`config.mk`:
```
export PLATFORM = sky130hd
export DESIGN_NAME = gf2_poly_divider_flat
export DESIGN_NICKNAME = d
export VERILOG_FILES = /design/src/rtl/gf2_poly_divider_if.sv /design/src/rtl/gf2_poly_divider.sv /design/src/flat_wrapper.sv
export SDC_FILE = /design/constraint.sdc
export NUM_CORES = 1
export LEC_CHECK = 0
export ABC_AREA = 1
export CELL_PAD_IN_SITES_DETAIL_PLACEMENT = 0
export CELL_PAD_IN_SITES_GLOBAL_PLACEMENT = 1
export CORE_ASPECT_RATIO = 0.6
export CORE_MARGIN = 1
export CORE_UTILIZATION = 25
export DETAILED_ROUTE_END_ITERATION = 12
export GPL_TIMING_DRIVEN = 1
export HOLD_SLACK_MARGIN = 0.05
export PLACE_DENSITY_LB_ADDON = 0.1
export SLEW_MARGIN = 10
export SYNTH_ARGS = -nofsm -noshare
export SYNTH_HDL_FRONTEND = slang
export SYNTH_SLANG_ARGS = --single-unit
```
`constraint.sdc`:
```
create_clock -name clk -period 2.85 [get_ports clk]
set_input_delay 0.4275 -clock clk [delete_from_list [all_inputs] [get_ports clk]]
set_output_delay 0.4275 -clock clk [all_outputs]
set_load 0.01 [all_outputs]
```
`src/rtl/gf2_poly_divider_if.sv`:
```
// Request/result bundle for the GF(2) polynomial divider.
// The requester drives start and the operands; the divider returns status and results.
interface gf2_poly_divider_if #(
   parameter int unsigned N = 16
);

   logic             start;
   logic [2*N-2:0]   dividend;
   logic [N-1:0]     divisor;
   logic             busy;
   logic             done;
   logic [2*N-2:0]   quotient;
   logic [N-2:0]     remainder;
   logic             div_by_zero;

   modport master (
      output start,
      output dividend,
      output divisor,
      input  busy,
      input  done,
      input  quotient,
      input  remainder,
      input  div_by_zero
   );

   modport slave (
      input  start,
      input  dividend,
      input  divisor,
      output busy,
      output done,
      output quotient,
      output remainder,
      output div_by_zero
   );

endinterface

```
`src/rtl/gf2_poly_divider.sv`:
```
// Sequential carry-less (GF(2)) polynomial long divider.
// One dividend bit position is examined per cycle, from x^(2N-2) down to x^0, so the
// latency is fixed at 2N cycles from start to done for any non-zero divisor.
module gf2_poly_divider #(
   parameter int unsigned N = 16
) (
   input logic               clk,
   input logic               rst_n,
   gf2_poly_divider_if.slave bus
);

   localparam int unsigned W  = 2 * N - 1;
   localparam int unsigned KW = $clog2(W);
   localparam int unsigned DW = $clog2(N);

   typedef enum logic [1:0] {StIdle, StRun, StDone} state_e;

   state_e          state_q, state_d;
   logic [W-1:0]    rem_q, rem_d;
   logic [N-1:0]    dreg_q, dreg_d;
   logic [DW-1:0]   deg_q, deg_d;
   logic [KW-1:0]   k_q, k_d;
   logic [W-1:0]    quot_q, quot_d;
   logic [N-2:0]    remain_q, remain_d;
   logic            dbz_q, dbz_d;

   logic [DW-1:0]   msb_idx;
   logic [KW-1:0]   shamt;
   logic [W-1:0]    dext;
   logic [W-1:0]    rem_step;

   // Degree of the incoming divisor (index of its highest set bit; 0 when divisor is 0).
   always_comb begin
      msb_idx = '0;
      for (int i = 0; i < int'(N); i++) begin
         if (bus.divisor[i]) msb_idx = DW'(i);
      end
   end

   // Next-state and datapath: accept a job, then one reduction step per RUN cycle.
   always_comb begin
      state_d  = state_q;
      rem_d    = rem_q;
      dreg_d   = dreg_q;
      deg_d    = deg_q;
      k_d      = k_q;
      quot_d   = quot_q;
      remain_d = remain_q;
      dbz_d    = dbz_q;
      shamt    = k_q - KW'(deg_q);
      dext     = {{(N - 1){1'b0}}, dreg_q};
      rem_step = rem_q;

      unique case (state_q)
         StIdle, StDone: begin
            if (bus.start) begin
               rem_d    = bus.dividend;
               dreg_d   = bus.divisor;
               deg_d    = msb_idx;
               k_d      = KW'(2 * N - 2);
               quot_d   = '0;
               remain_d = '0;
               dbz_d    = (bus.divisor == '0);
               state_d  = (bus.divisor == '0) ? StDone : StRun;
            end else if (state_q == StDone) begin
               state_d = StIdle;
            end
         end
         StRun: begin
            // Cancel the leading term at x^k by the divisor aligned to that degree.
            if (k_q >= KW'(deg_q) && rem_q[k_q]) begin
               rem_step      = rem_q ^ (dext << shamt);
               quot_d[shamt] = 1'b1;
            end
            rem_d = rem_step;
            if (k_q == '0) begin
               // All terms of degree >= deg(divisor) are now zero.
               remain_d = rem_step[N-2:0];
               state_d  = StDone;
            end else begin
               k_d = k_q - KW'(1);
            end
         end
         default: state_d = StIdle;
      endcase
   end

   // State and working registers; asynchronous reset discards any job in flight.
   always_ff @(posedge clk or negedge rst_n) begin
      if (!rst_n) begin
         state_q  <= StIdle;
         rem_q    <= '0;
         dreg_q   <= '0;
         deg_q    <= '0;
         k_q      <= '0;
         quot_q   <= '0;
         remain_q <= '0;
         dbz_q    <= 1'b0;
      end else begin
         state_q  <= state_d;
         rem_q    <= rem_d;
         dreg_q   <= dreg_d;
         deg_q    <= deg_d;
         k_q      <= k_d;
         quot_q   <= quot_d;
         remain_q <= remain_d;
         dbz_q    <= dbz_d;
      end
   end

   assign bus.busy        = (state_q == StRun);
   assign bus.done        = (state_q == StDone);
   assign bus.quotient    = quot_q;
   assign bus.remainder   = remain_q;
   assign bus.div_by_zero = dbz_q;

endmodule

```
`src/flat_wrapper.sv`:
```
// flat-port wrapper written by rule: the top's interface ports become plain ports
module gf2_poly_divider_flat 
#(
   parameter int unsigned N = 16
)
  (clk, rst_n, bus_start, bus_dividend, bus_divisor, bus_busy, bus_done, bus_quotient, bus_remainder, bus_div_by_zero);
  gf2_poly_divider_if #(.N(N)) bus_i ();
  input logic clk;
  input logic rst_n;
  input wire logic [$bits(bus_i.start)-1:0] bus_start;
  input wire logic [$bits(bus_i.dividend)-1:0] bus_dividend;
  input wire logic [$bits(bus_i.divisor)-1:0] bus_divisor;
  output wire logic [$bits(bus_i.busy)-1:0] bus_busy;
  output wire logic [$bits(bus_i.done)-1:0] bus_done;
  output wire logic [$bits(bus_i.quotient)-1:0] bus_quotient;
  output wire logic [$bits(bus_i.remainder)-1:0] bus_remainder;
  output wire logic [$bits(bus_i.div_by_zero)-1:0] bus_div_by_zero;
  assign bus_i.start = bus_start;
  assign bus_i.dividend = bus_dividend;
  assign bus_i.divisor = bus_divisor;
  assign bus_busy = bus_i.busy;
  assign bus_done = bus_i.done;
  assign bus_quotient = bus_i.quotient;
  assign bus_remainder = bus_i.remainder;
  assign bus_div_by_zero = bus_i.div_by_zero;
  gf2_poly_divider #(.N(N)) u_core (.clk(clk), .rst_n(rst_n), .bus(bus_i));
endmodule
```
==> results of run 1 <==
-- metal layers --
metal  GRT usage  part of all wire  vias to the layer above
met5           0                 0                        -
li1            -                 -                     3336
met1       0.295              0.55                     3056
met3      0.0473             0.050                       20
met4      0.0454             0.012                        0
met2       0.255              0.38                      125
-- cells by family (layout without fill, tap and decap cells) --
| kind of cell | count (synthesis) | count (layout) | share of synthesized area |
|---|---|---|---|
| AOI/OAI and AO/OA | 142 | 142 | 0.110 |
| xor gates and xnor gates | 4 | 4 | 0.00744 |
| adders and majority gates | 7 | 7 | 0.0141 |
| buffers and inverters | 146 | 247 | 0.0978 |
| DFF | 105 | 105 | 0.390 |
| and+or+nand+nor | 568 | 568 | 0.380 |
-- Yosys cell counts (all sizes together) (2+ instances only) --
library cell,n,area share
nand2,313,0.18
nand3,163,0.13
dfrtp,105,0.39
inv,98,0.055
nor2,76,0.051
o21ai,70,0.052
a21oi,61,0.046
buf,31,0.033
clkbuf,16,0.0089
nand4,10,0.0093
ha,6,0.011
a21boi,4,0.0045
nor3,4,0.0037
o211ai,3,0.0033
xor2,3,0.0050
a31oi,2,0.0019
-- critical path, stage by stage (launching register included) --
cell	delay (ns)
dfrtp_1	0.39
inv_2	0.06
ha_1	0.13
inv_1	0.06
fa_2	0.45
nand3_1	0.11
nand3_1	0.08
nand2_1	0.19
inv_2	0.12
nor2_2	0.09
buf_4	0.22
nand3_1	0.24
nand3_1	0.14
nand2_1	0.05
nand3_1	0.07
nand3_1	0.07
-- what timing repair did --
item	4_1_cts	5_1_grt
buffers inserted	0	1
endpoints found under the setup margin	0	12
gates resized for setup	0	5
-- how the worst max path moves through the flow --
stage                   from  cells after the start  slack, ns                       to
3_5_place_dp   u_core.k_q[0]                     15       0.18          u_core.rem_q[8]
4_1_cts        u_core.k_q[0]                     15       0.14  u_core.bus.remainder[8]
6_report       u_core.k_q[0]                     15       0.23         u_core.rem_q[22]
5_1_grt        u_core.k_q[0]                     15      0.007          u_core.rem_q[8]
3_3_place_gp   u_core.k_q[0]                     14       0.19         u_core.rem_q[26]
2_1_floorplan  u_core.k_q[0]                     17       0.29         u_core.rem_q[30]
-- through the flow --
step	hold slack (ns)	setup slack (ns)	util	instance area (um^2)
floorplan	0.132	0.288	-	6730
global placement	0.464	0.189	0.309	8170
detailed placement	0.476	0.179	0.309	8170
CTS	0.0550	0.142	0.321	8490
global route	0.0648	0.00673	0.322	8510
finish	0.0388	0.235	0.322	8510
-- state kept, by name (all words and copies together), names as in the netlist --
signal	cells
u_core.k_q	5
u_core.deg_q	4
u_core.bus.remainder	15
u_core.rem_q	31
u_core.dreg_q	16
u_core.bus.div_by_zero	1
u_core.bus.quotient	31
u_core.state_q	2
-- cell type report --
type	count	area [um^2]
timing repair buffer	132	1280
multi-input combinational	721	3460
inverter	99	377
fill	2894	17900
sequential	105	2630
tap	360	450
clock buffer	9	225
clock inverter	7	92.6
==> metrics.csv, run 1 <==
metric,value,unit
status,"finished, final reports clean",
endpoint_kind,flip-flop,
relSlewSlack,0.591,
netlist_area,0.00673,mm^2
cp.arrival,2.88,ns
r2r-start,u_core.k_q[0],
maxCapViolCount,0,
critPathLaunchType,flip-flop,
synth_edf_count,0,
rr_worst_depth,15,
path_clk_slew,0.09,ns
yosysWarnings,0,
post-route-period-util,0.918,
synth_ff_type,dfrtp_1,
postRouteWirelength,24300,um
antenna-diode-count,0,
setup.worst_path.class,flip-flop to flip-flop,
min_period,2.62,ns
cp_max_fo,11,
io_buffers,98,
holdCritPathClass,primary input to async pin,
finalHoldViolations,0,
drc,0,
grt_pass1_wl,38900,um
slew_viol_final,0,
drive_above_1_share,0.103,
layout_commonest_cell,nand2_1,
synth_nets,1029,
clkSinkCount,105,
grt.total_usage,0.189,
final_cell_mix,"nand2_1 (301), nand3_1 (149), dfrtp_1 (105)",
rr_endpoint,u_core.rem_q[22],
ys_types,38,
timing.reg2reg.setup_slack,0.23,ns
antenna_found_initial,0,
dp_cells,1416,
vias,6537,
hold_buffers,0,
setup_viol,0,
clockBufferDepth,2,
grt_overflow,0,
rsz0062_at_grt,false,
syn_avg_cell_area,6.92,um^2
synthCells,972,
async_flop_share,1.00,
place_hpwl,18800,um
required,3.11,ns
post_drt_wl_per_cell,17.0,um
ant_nets,0,
synth_seq_cells,105,
numCtsBuffers,9,
die_w,214,um
rows,46,
finClkSkew,0.0152,ns
nets,1125,
cts_root_buffer,clkbuf_16,
firstDrtPassIters,5,
place_congestion,0.855,
fmax,382,MHz
grt_pass1_vias,6525,
die_h,129,um
die-area,0.0276,mm^2
cts-htree-levels,3,
setup_tns,0,ns
tightest_slew,0.614,ns
clock_latency,0.39,ns
grt_start_max_net_pins,40,
drt-initial-drc-count,372,
stdcell_count,1433,
pin_count,99,
core,0.0264,mm^2
vias_per_cell,4.56,
ys_seq_area_frac,0.390,
syn_to_final_growth,26.5,%
initial_core_util,0.255,
cts_tree,done,
Power of run 1 is left out: the tool's default activity adds up to more than one toggle a clock period on the data nets, which glitch-free logic cannot reach.
==> run 2: changes to the inputs <==
--- a/config.mk
+++ b/config.mk
@@ -9,10 +9,10 @@
 export CELL_PAD_IN_SITES_DETAIL_PLACEMENT = 0
 export CELL_PAD_IN_SITES_GLOBAL_PLACEMENT = 1
 export CORE_ASPECT_RATIO = 0.6
-export CORE_MARGIN = 1
+export CORE_MARGIN = 5
 export CORE_UTILIZATION = 25
 export DETAILED_ROUTE_END_ITERATION = 12
-export GPL_TIMING_DRIVEN = 1
+export GPL_TIMING_DRIVEN = 0
 export HOLD_SLACK_MARGIN = 0.05
 export PLACE_DENSITY_LB_ADDON = 0.1
 export SLEW_MARGIN = 10
==> run 2 against run 1 <==
Compared with the run above: sequential share of layout area shrank 1.7 points; hold slack gained 0.45 ns; clock-buffer cell count is 1 higher; critical endpoint is now u_core.rem_q[13]; highest routed layer unchanged.
==> metrics.csv, run 2 (synthesis gave the netlist of run 1 again) <==
metric,value,unit
status,"finished, final reports clean",
initial_core_util,0.254,
slew_viol_final,0,
antenna_found_initial,0,
pin_count,99,
cp.arrival,3.06,ns
stdcell_count,1461,
drc,0,
place_hpwl,20900,um
postRouteWirelength,26600,um
grt.total_usage,0.177,
ant_nets,0,
setup.worst_path.class,flip-flop to flip-flop,
dp_cells,1431,
drt-initial-drc-count,536,
die_w,222,um
min_period,2.75,ns
critPathLaunchType,flip-flop,
antenna-diode-count,0,
path_clk_slew,0.07,ns
cts-htree-levels,3,
cts_root_buffer,clkbuf_16,
required,3.16,ns
grt_pass1_wl,41000,um
grt_start_max_net_pins,60,
nets,1153,
finalHoldWorstSlack,0.494,ns
grt_overflow,0,
relSlewSlack,0.393,
drive_above_1_share,0.159,
timing.reg2reg.setup_slack,0.10,ns
cts_tree,done,
vias_per_cell,4.67,
endpoint_kind,flip-flop,
finClkSkew,0.0111,ns
clockBufferDepth,2,
clkSinkCount,105,
cp_max_fo,7,
core,0.0265,mm^2
grt_pass1_vias,6686,
fmax,364,MHz
holdCritPathClass,flip-flop to flip-flop,
setup_viol,0,
utilization,0.340,
die_h,137,um
die-area,0.0304,mm^2
vias,6824,
place_congestion,0.911,
stdcell_area,0.00899,mm^2
final_cell_mix,"nand2_1 (289), nand3_1 (123), dfrtp_1 (105)",
clock_latency,0.38,ns
rows,46,
rsz0062_at_grt,true,
layout_commonest_cell,nand2_1,
post_drt_wl_per_cell,18.2,um
dpl_cell_area,0.00819,mm^2
tightest_slew,0.903,ns
finalHoldViolations,0,
syn_to_final_growth,33.7,%
io_buffers,98,
maxCapViolCount,0,
post-route-period-util,0.964,
numCtsBuffers,9,
firstDrtPassIters,5,
-- run 2: changes by cell type in the layout (fill, tap and decap cells not counted), moves of 11 or more --
cell | previous run | this run
nand3_1 | 149 | 123
nand2_1 | 301 | 289
buf_6 | 0 | 11
nand2_2 | 8 | 19
clkbuf_1 | 0 | 16
nand3_2 | 14 | 37
-- run 2: final timing paths --
| path | end | cells after the start | from |
|---|---|---|---|
| min in group asynchronous | u_core.bus.quotient[26] | 2 | rst_n |
| worst min register to register | u_core.bus.remainder[8] | 2 | u_core.bus.remainder[8] |
| worst max register to register | u_core.rem_q[13] | 17 | u_core.k_q[0] |
| max in group asynchronous | u_core.rem_q[1] | 3 | rst_n |
| worst min-delay path | u_core.bus.remainder[8] | 2 | u_core.bus.remainder[8] |
| worst max-delay path | u_core.rem_q[13] | 17 | u_core.k_q[0] |
-- run 2: layout make-up --
type / instances / area, um^2
fill: 2871 / 17500
inverter: 99 / 382
multi-input combinational: 721 / 3750
tap: 360 / 450
timing repair buffer: 113 / 1150
clock inverter: 6 / 51.3
clock buffer: 10 / 239
sequential: 105 / 2630
buffer: 47 / 342
-- run 2: routing by layer --
layer  global-route usage  wire length, um  vias to the layer above
met3               0.0525             1670                       16
li1                     -                -                     3399
met5                    0                0                        -
met2                0.232             9900                      161
met1                0.284            14800                     3248
met4               0.0291              213                        0
-- run 2: timing repair --
action                                  CTS  global route
pin swaps                                 5            16
resized for setup                        34            61
setup buffers                             2             9
hold buffers                              1             0
endpoints found under the setup margin   67            51
endpoints found under the hold margin    46             0
cloned                                    0             2
-- run 2: critical path, cell delays in order (launching register included) --
cell,delay (ns)
dfrtp_1,0.41
inv_4,0.08
buf_12,0.12
ha_1,0.14
inv_1,0.06
fa_2,0.52
buf_6,0.15
inv_6,0.07
buf_8,0.14
nand3_1,0.13
nand3_1,0.18
nand3_2,0.15
nand2_4,0.09
nor2_4,0.09
nand2_1,0.06
nand2_1,0.07
nand3_2,0.08
a21oi_2,0.14
-- run 2: per-stage QoR --
stage / TNS, ns / setup WS [ns]
3_3_place_gp: -362.84 / -3.35
2_1_floorplan: 0 / 0.288
5_1_grt: -0.0345 / -0.00774
6_report: 0 / 0.102
3_5_place_dp: -13.35 / -0.442
4_1_cts: 0 / 0.0106
Power of run 2 is left out for the same reason.
